<file path="src/rtl/eros_pwr_ctrl.sv">
// EROS cluster power-sequencing controller.
// Gates clock, retains and power-gates banks on sleep; reverses on wake.
module eros_pwr_ctrl #(
  parameter int NHARTS        = 3,
  parameter int N_BANKS       = 2,
  parameter int SETTLE_CYCLES = 4,
  parameter int ACK_TIMEOUT   = 255
) (
  input  logic               clk_i,
  input  logic               rst_ni,
  input  logic [NHARTS-1:0]  sleep_i,
  input  logic               auto_en_i,
  input  logic [N_BANKS-1:0] bank_ret_mask_i,
  input  logic               wakeup_i,
  output logic               clk_en_o,
  output logic [N_BANKS-1:0] set_retentive_no,
  output logic [N_BANKS-1:0] pwrgate_no,
  input  logic [N_BANKS-1:0] pwrgate_ack_ni,
  output logic [2:0]         state_o,
  output logic               off_o,
  output logic               timeout_o,
  input  logic               timeout_clr_i
);

  localparam int CMAX =
    (SETTLE_CYCLES > ACK_TIMEOUT) ?
    SETTLE_CYCLES : ACK_TIMEOUT;
  localparam int CW = $clog2(CMAX + 1);

  localparam logic [CW-1:0] SETTLE_END =
    CW'(SETTLE_CYCLES - 1);
  localparam logic [CW-1:0] ACK_END =
    CW'(ACK_TIMEOUT - 1);
  localparam logic [CW-1:0] CNT_SAT = '1;

  typedef enum logic [2:0] {
    ACTIVE  = 3'd0,
    CLK_OFF = 3'd1,
    RET_ON  = 3'd2,
    PWR_OFF = 3'd3,
    OFF     = 3'd4,
    PWR_ON  = 3'd5,
    RET_OFF = 3'd6,
    CLK_ON  = 3'd7
  } state_t;

  state_t state_q;
  state_t state_d;

  logic [CW-1:0]      cnt_q;
  logic               arm_q;
  logic [N_BANKS-1:0] mask_q;
  logic [N_BANKS-1:0] mask_d;

  logic all_sleep;
  logic enter;
  logic settle_done;
  logic ack_end;
  logic gated_acked;
  logic released;
  logic set_to;
  logic ret_hold;
  logic pg_hold;
  logic clk_on;

  assign all_sleep   = &sleep_i;
  assign enter       = auto_en_i & all_sleep &
                       ~wakeup_i & arm_q;
  assign settle_done = (cnt_q == SETTLE_END);
  assign ack_end     = (cnt_q == ACK_END);
  // retained banks never assert an ack, so they count as done
  assign gated_acked = &(~pwrgate_ack_ni | mask_q);
  assign released    = &pwrgate_ack_ni;
  assign state_o     = state_q;

  always_comb begin
    state_d = state_q;
    mask_d  = mask_q;
    set_to  = 1'b0;
    unique case (state_q)
      ACTIVE: begin
        if (enter) begin
          state_d = CLK_OFF;
          mask_d  = bank_ret_mask_i;
        end
      end
      CLK_OFF: begin
        if (wakeup_i)
          state_d = CLK_ON;
        else if (settle_done)
          state_d = RET_ON;
      end
      RET_ON: begin
        if (wakeup_i)
          state_d = RET_OFF;
        else if (settle_done)
          state_d = PWR_OFF;
      end
      PWR_OFF: begin
        if (gated_acked) begin
          state_d = OFF;
        end else if (ack_end) begin
          state_d = PWR_ON;
          set_to  = 1'b1;
        end
      end
      OFF: begin
        if (wakeup_i)
          state_d = PWR_ON;
      end
      PWR_ON: begin
        if (released) begin
          state_d = RET_OFF;
        end else if (ack_end) begin
          state_d = RET_OFF;
          set_to  = 1'b1;
        end
      end
      RET_OFF: begin
        if (settle_done)
          state_d = CLK_ON;
      end
      CLK_ON: begin
        state_d = ACTIVE;
      end
    endcase
  end

  always_comb begin
    ret_hold = 1'b0;
    pg_hold  = 1'b0;
    clk_on   = 1'b0;
    unique case (1'b1)
      (state_d == ACTIVE),
      (state_d == CLK_ON): clk_on = 1'b1;
      (state_d == RET_ON),
      (state_d == PWR_ON): ret_hold = 1'b1;
      (state_d == PWR_OFF),
      (state_d == OFF): begin
        ret_hold = 1'b1;
        pg_hold  = 1'b1;
      end
      default: ;
    endcase
  end

  always_ff @(posedge clk_i or negedge rst_ni) begin
    if (!rst_ni) begin
      state_q          <= ACTIVE;
      cnt_q            <= '0;
      arm_q            <= 1'b1;
      mask_q           <= '1;
      clk_en_o         <= 1'b1;
      set_retentive_no <= '1;
      pwrgate_no       <= '1;
      off_o            <= 1'b0;
      timeout_o        <= 1'b0;
    end else begin
      state_q <= state_d;
      mask_q  <= mask_d;
      if (state_d != state_q)
        cnt_q <= '0;
      else if (cnt_q != CNT_SAT)
        cnt_q <= cnt_q + 1'b1;
      if (!all_sleep)
        arm_q <= 1'b1;
      else if (state_q == CLK_ON)
        arm_q <= 1'b0;
      if (set_to)
        timeout_o <= 1'b1;
      else if (timeout_clr_i)
        timeout_o <= 1'b0;
      clk_en_o         <= clk_on;
      set_retentive_no <= ret_hold ? ~mask_d : '1;
      pwrgate_no       <= pg_hold ? mask_d : '1;
      off_o            <= (state_d == OFF);
    end
  end

endmodule

</file>
<file path="config.mk">
export PLATFORM = sky130hd
export DESIGN_NAME = eros_pwr_ctrl
export DESIGN_NICKNAME = d
export VERILOG_FILES = /design/src/rtl/eros_pwr_ctrl.sv
export SDC_FILE = /design/constraint.sdc
export NUM_CORES = 1
export LEC_CHECK = 0
export ABC_AREA = 1
export CELL_PAD_IN_SITES_DETAIL_PLACEMENT = 0
export CELL_PAD_IN_SITES_GLOBAL_PLACEMENT = 1
export CORE_MARGIN = 1
export CORE_UTILIZATION = 34
export DETAILED_ROUTE_END_ITERATION = 7
export PLACE_DENSITY_LB_ADDON = 0.1
export SLEW_MARGIN = 30
export SYNTH_ARGS = -nofsm -noshare
export SYNTH_HDL_FRONTEND = slang
export SYNTH_SLANG_ARGS = --single-unit
</file>
<file path="constraint.sdc">
create_clock -name clk_i -period 1.48 [get_ports clk_i]
set_input_delay 0.222 -clock clk_i [delete_from_list [all_inputs] [get_ports clk_i]]
set_output_delay 0.222 -clock clk_i [all_outputs]
set_load 0.05 [all_outputs]
</file>
==> results of run 1 <==
==> area by class of cell <==
cell class / count / area, um2
clock buffers: 3 / 41.29
clock inverters: 1 / 5.005
fillers: 362 / 1531
inverters: 31 / 118.9
multi-input cells: 116 / 770.7
flip-flops and latches: 21 / 539.3
well taps: 48 / 60.06
repair buffers: 60 / 594.3
==> routing by layer <==
metal / GRT usage / vias to the layer above
met4: 0.05114 / 0
met2: 0.2872 / 16
met3: 0.02679 / 4
met5: 0 / -
met1: 0.2174 / 571
li1: - / 654
==> kinds of logic after synthesis <==
group / Yosys count
simple gates: 94
buf+inv: 31
flops: 21
compound gates: 18
xor+xnor: 2
fa+ha+maj: 2
==> power groups by stage <==
stage	logic [uW]	clock network, uW	registers (uW)
after global placement	2740	0	1020
after detailed placement	2770	0	1030
after CTS	3040	396	1020
after global routing	3630	423	1040
final	3360	380	1020
after floorplan	1210	0	1400
==> synth_stat cells, drive strengths merged <==
library cell  instances
a22oi                 1
nor2                 27
inv                  31
a21oi                 5
o21ai                 7
nand2                41
dfrtp                13
nand3                20
nand4                 4
nor3                  1
o22ai                 1
o21a                  1
dfstp                 8
o21bai                3
xor2                  2
ha                    2
and2                  1
==> how the worst max path moves through the flow <==
stage	startpoint	to	slack (ns)	depth (start not counted)
3_3_place_gp	pwrgate_ack_ni[1]	set_retentive_no[1]	-0.41	12
4_1_cts	cnt_q[0]	set_retentive_no[0]	-0.23	15
5_1_grt	cnt_q[0]	cnt_q[7]	-0.34	14
3_5_place_dp	pwrgate_ack_ni[1]	set_retentive_no[0]	-0.41	12
2_1_floorplan	state_o[1]	cnt_q[0]	-0.06	11
6_report	cnt_q[0]	cnt_q[1]	-0.21	14
==> sequential cells by signal, indices dropped and copies added (netlist names), 2 cells and up <==
signal	cells
cnt_q	8
mask_q	2
pwrgate_no	2
set_retentive_no	2
state_o	3
==> metrics by stage <==
step                std cells  setup slack [ns]  cell area, um2  total power [uW]  hold WS (ns)
global placement          266           -0.4091            1904              3765        0.4638
finish                    280           -0.2144            2130              4754        0.3036
CTS                       275           -0.2261            2028              4459        0.3120
detailed placement        266           -0.4072            1904              3794        0.4764
global route              280           -0.3360            2130              5095        0.3414
floorplan                 168          -0.06407            1329              2610      -0.07359
==> worst reg2reg max path, stage by stage (launching register included) <==
cell and delay, ns:
dfrtp_1 0.40, inv_1 0.07, ha_2 0.17, inv_2 0.04
nor2_4 0.09, nand2_4 0.09, nand2_2 0.07, inv_2 0.04
nor2_4 0.11, nand3_4 0.10, nand2_2 0.08, inv_2 0.05
nand2_4 0.05, nand3_4 0.13, nor2_2 0.13
==> what timing repair did <==
action	4_1_cts	5_1_grt
setup endpoints to repair	16	20
resized for setup	11	18
pin swaps	5	11
setup buffers	5	5
endpoints found under the hold margin	0	0
==> impl_results.md, run 1 <==
- Final Setup Violations: 17
- Final hold viol count: 0
- Area leader, netlist: dfrtp_1
- Total of max-cap violations: 0
- Share of cells above drive strength 1: 0.5388
- Syn Inst Count: 168
- Setup TNS: -2.899 ns
- Sequential share of power: 0.214
- Share of the synthesized area in the top cell type: 0.2498
- Detailed Routing Iterations Pass 1: 4
- Yosys reg bits: 21
- Area Overhead vs Synth: 63.50%
- Max IR drop VDD: 0.001320 V
- Skew final: 0.002295 ns
- Via Count: 1245
- Final design utilization: 0.5817
- Number of cell rows: 22
- GP Congestion: 0.8578
- Worst Setup Start Kind: flip-flop
- Buf/Inv on CP: 4
- Depth of the worst register-to-register path: 14
- Clk network pwr share: 0.080
- Core Region: 3661 um2
- Max Freq: 590.2 MHz
- Cell family with most CP delay: simple AND/OR/NAND/NOR gates
- Worst setup path class: flip-flop to flip-flop
- Reg2reg start: cnt_q[0]
- Main combinational cell family by area after synthesis: simple AND/OR/NAND/NOR gates
- Post-Synth XOR/XNOR Area: 0.01345
- CP max FO: 8
- First-pass GRT wire length: 5257 um
- Max incr delay on CP: 0.40 ns
- Commonest non-fill, non-tap cell in the layout: buf_4
- Met1 wire length: 1351 um
- Synthesized net count: 182
- Chip width: 63.90 um
- Clk_lat worst skew: 0.26 ns
- Most used cell, CP: inv_2
- Syn Std Cell Area: 1302 um2
- Port Buffer Count: 21
- Synth cell types: 27
- Post-Synth Adder-Cell Area: 0.01921
- Vias in the first global route: 1172
- CP cell instances: inv_1, ha_2, inv_2, nor2_4, nand2_4, nand2_2, inv_2, nor2_4, nand3_4, nand2_2, inv_2, nand2_4, nand3_4, nor2_2
- Worst reg2reg endpoint: cnt_q[1]
- Total congestion overflow: 0
- Logic gate share of total power: 0.707
- Gr usage total: 0.1686
- CTS root buf: clkbuf_8
- Arr. time, crit path: 1.89 ns
- CTS tree: built
- Crit end category: flip-flop
- Worst-path clk slew: 0.08 ns
- Hold Path Class: primary input to async pin
- Switching Fraction: 0.4511
- Number of routed nets with antenna violations: 0
- Antenna diode count: 0
- Final #Nets: 247
- Post-DR vias/cell: 4.446
- Final min period: 1.694 ns
- Top layer in use: met4
- Final setup margin: -0.2144 ns
- Sequential area share after synthesis: 0.4111
- CP max-delay cell: dfrtp_1
- Compound-cell area share of the yosys netlist: 0.09126
- Switching pwr: 2145 uW
- Top post-synthesis cells by area: dfrtp_1 25%, dfstp_2 16%, nand2_1 10%
- Slew Viols, Final: 0
- Leakage: 0.001022 uW
- Hold buffers post-CTS: 0
- Post-route DRC violation count: 0
- Die area: 4083 um2
- Status: finished with violations
- Initial antenna violation count: 0
- Multiplexer area fraction after synthesis: 0
- Crit share post-route: 1.145
- CTS buffer count: 3
- Syn_area_per_cell: 7.753 um2
- Most frequent cells in the layout: 39 x buf_4, 25 x nand2_1, 22 x inv_1
- Simple-gate share of the synthesized area: 0.3756
- Die Height: 63.90 um
- Clock sink count: 21
- Hpwl dp: 2441 um
- Warnings from Yosys: 0
- Met2 wire length: 1603 um
- Metal3 WL: 89 um
- H-tree depth: 1
- P_int: 2609 uW
- Initial DRC Count: 28
- RSZ-0062 raised after global routing: true
- Failing checks: negative setup slack
- Drt wl/cell: 11.00 um
- Pin count of the biggest net entering global routing: 22
- Pwr dens: 2232 nW/um2
- CTS max path bufs: 2
- Slew HR: 0.8115
- Top Ports: 22
- Worst Path Required: 1.68 ns
- R2R Setup Slk: -0.21 ns
- Initial Util: 0.3558
- Final wirelength: 3079 um
- Worst slew pin tran: 0.2808 ns
Note: power is estimated with default switching activity, not from simulation.
==> run 2, diff against run 1 <==
PLACE_DENSITY = 0.84   (was not set)
PLACE_DENSITY_LB_ADDON = not set   (was 0.1)
TNS_END_PERCENT = 30   (was not set)
==> impl_results.md, run 2 (same netlist as run 1, synthesis figures left out) <==
- Die area: 4083 um2 (unchanged)
- Hold buffers post-CTS: 0 (unchanged)
- Die Height: 63.90 um (unchanged)
- Logic gate share of total power: 0.697 (-0.010)
- Clock sink count: 21 (unchanged)
- DP Area: 1922 um2 (+0.92%)
- Sequential share of power: 0.219 (+0.005)
- Detailed Routing Iterations Pass 1: 4 (unchanged)
- Top reg by flops: cnt_q
- Number of cell rows: 22 (unchanged)
- Max reg flops: 8 (unchanged)
- Worst slew pin tran: 0.3345 ns (+0.05371 ns)
- Post-layout instance area: 2090 um2 (-1.9%)
- R2R Setup Slk: -0.26 ns (-0.05 ns)
- Worst Path Required: 1.69 ns (about the same)
- Hold Path Class: primary input to async pin
- Number of routed nets with antenna violations: 0 (unchanged)
- Switching Fraction: 0.4580 (+0.006882)
- Port Buffer Count: 21 (unchanged)
- Setup TNS: -2.991 ns (-0.09197 ns)
- Slew Viols, Final: 0 (unchanged)
- Max IR drop VDD: 0.001423 V (+7.8%)
- Pin count of the biggest net entering global routing: 22 (unchanged)
- Hpwl dp: 2320 um (-4.9%)
- Final #Nets: 247 (unchanged)
- Vias in the first global route: 1272 (+8.5%)
- RSZ-0062 raised after global routing: true
- CTS root buf: clkbuf_8
- Crit end category: flip-flop
- Final setup margin: -0.2601 ns (-0.04571 ns)
- Area Overhead vs Synth: 60.42%
- Via Count: 1267 (+1.8%)
- Post-route DRC violation count: 0 (unchanged)
- Skew final: 0.004294 ns (+0.001999 ns)
- Crit share post-route: 1.176 (+0.03088)
- Drt wl/cell: 11.37 um (+3.4%)
- H-tree depth: 1 (unchanged)
- Most frequent cells in the layout: 41 x buf_4, 27 x nand2_1, 21 x inv_1
- Total of max-cap violations: 0 (unchanged)
- Final wirelength: 3183 um (+3.4%)
- CP max FO: 8 (unchanged)
- Failing checks: negative setup slack
- Depth of the worst register-to-register path: 12 (-2)
- Worst-path clk slew: 0.08 ns (about the same)
- Switching pwr: 2165 uW (+0.95%)
- P_int: 2562 uW (-1.8%)
- Share of cells above drive strength 1: 0.5086 (-0.03017)
- GP Congestion: 0.7902 (-7.9%)
- Gr usage total: 0.1674 (-0.001267)
- Final hold viol count: 0 (unchanged)
- First-pass GRT wire length: 5244 um (-0.25%)
- Initial DRC Count: 53 (+89%)
- Pwr dens: 2262 nW/um2 (+1.3%)
- Post-DR vias/cell: 4.525 (+1.8%)
- CTS buffer count: 3 (unchanged)
- Leakage: 0.001015 uW (-0.69%)
- Antenna diode count: 0 (unchanged)
- CTS max path bufs: 2 (unchanged)
- Status: finished with violations
- Top Ports: 22 (unchanged)
- Filler cells: 316 (-13%)
- Worst Setup Start Kind: flip-flop
- Max Freq: 574.7 MHz (-2.6%)
- Arr. time, crit path: 1.95 ns (+0.06 ns)
- Core Region: 3661 um2 (unchanged)
- Initial Util: 0.3558 (unchanged)
- Clk network pwr share: 0.084 (+0.004)
- Final Setup Violations: 16 (-1)
- Worst setup path class: flip-flop to flip-flop
- Slew HR: 0.7746 (-0.03691)
- Total congestion overflow: 0 (unchanged)
- CTS tree: built
- Commonest non-fill, non-tap cell in the layout: buf_4
- Initial antenna violation count: 0 (unchanged)
- Clk_lat worst skew: 0.27 ns (about the same)
- Chip width: 63.90 um (unchanged)
- Final min period: 1.740 ns (+0.04571 ns)
==> run 2: cell counts in the layout (fill, tap and decap cells not counted) <==
Identical to the previous run, type by type.
==> run 2: per-layer routing <==
layer,track usage,part of all wire,up-vias
met1,0.1947,0.44,592
met5,0,0,-
li1,-,-,655
met4,0.06818,0.016,0
met2,0.3045,0.52,15
met3,0.02321,0.020,5
==> run 2: cell type report <==
type	count	area, um2	area share
well taps	48	60.06	0.02874
repair buffers	60	578.1	0.2766
flip-flops and latches	21	540.5	0.2587
inverters	31	118.9	0.05689
clock buffers	3	41.29	0.01976
clock inverters	1	5.005	0.002395
multi-input cells	116	745.7	0.3569
==> run 2: through the flow <==
| stage | util | setup slack [ns] | power, uW | hold slack (ns) | instances |
|---|---|---|---|---|---|
| 6_report | 0.5707 | -0.2601 | 4727 | 0.2931 | 280 |
| 5_1_grt | 0.5707 | -0.3756 | 4995 | 0.3128 | 280 |
| 4_1_cts | 0.5506 | -0.2398 | 4532 | 0.2953 | 279 |
| 3_5_place_dp | 0.5249 | -0.3785 | 3925 | 0.4704 | 271 |
| 2_1_floorplan | - | -0.06479 | 2602 | -0.07359 | 168 |
| 3_3_place_gp | 0.5249 | -0.4025 | 3892 | 0.4674 | 271 |
==> run 2: power groups by stage <==
stage               logic [uW]  registers [uW]  clock network [uW]
floorplan                 1200            1400                   0
global placement          2860            1030                   0
detailed placement        2900            1020                   0
CTS                       3100            1020                 417
global route              3500            1060                 431
finish                    3290            1030                 399
==> run 2: path summary, 6_finish.rpt <==
path,startpoint,endpoint
min,rst_ni,cnt_q[2]
max reg2reg,cnt_q[1],cnt_q[1]
max in group asynchronous,rst_ni,clk_en_o
min reg2reg,arm_q,arm_q
max,cnt_q[1],cnt_q[1]
min in group clk_i,arm_q,arm_q
==> run 2: repair_timing <==
action / in CTS / in global routing
pin swaps: 2 / 13
setup buffers: 4 / 1
setup endpoints to repair: 15 / 19
resized for setup: 7 / 16
==> run 2: critical path: stages (launching register included) <==
cell and delay [ns]:
dfrtp_2 0.46, ha_4 0.19, nand3_1 0.09, nor2_2 0.05, nand2_1 0.05, nand2_1 0.08, nor2_4 0.15, nand3_4 0.10
nand2_2 0.08, inv_2 0.06, nand2_4 0.06, nand3_4 0.17, nor2_4 0.14
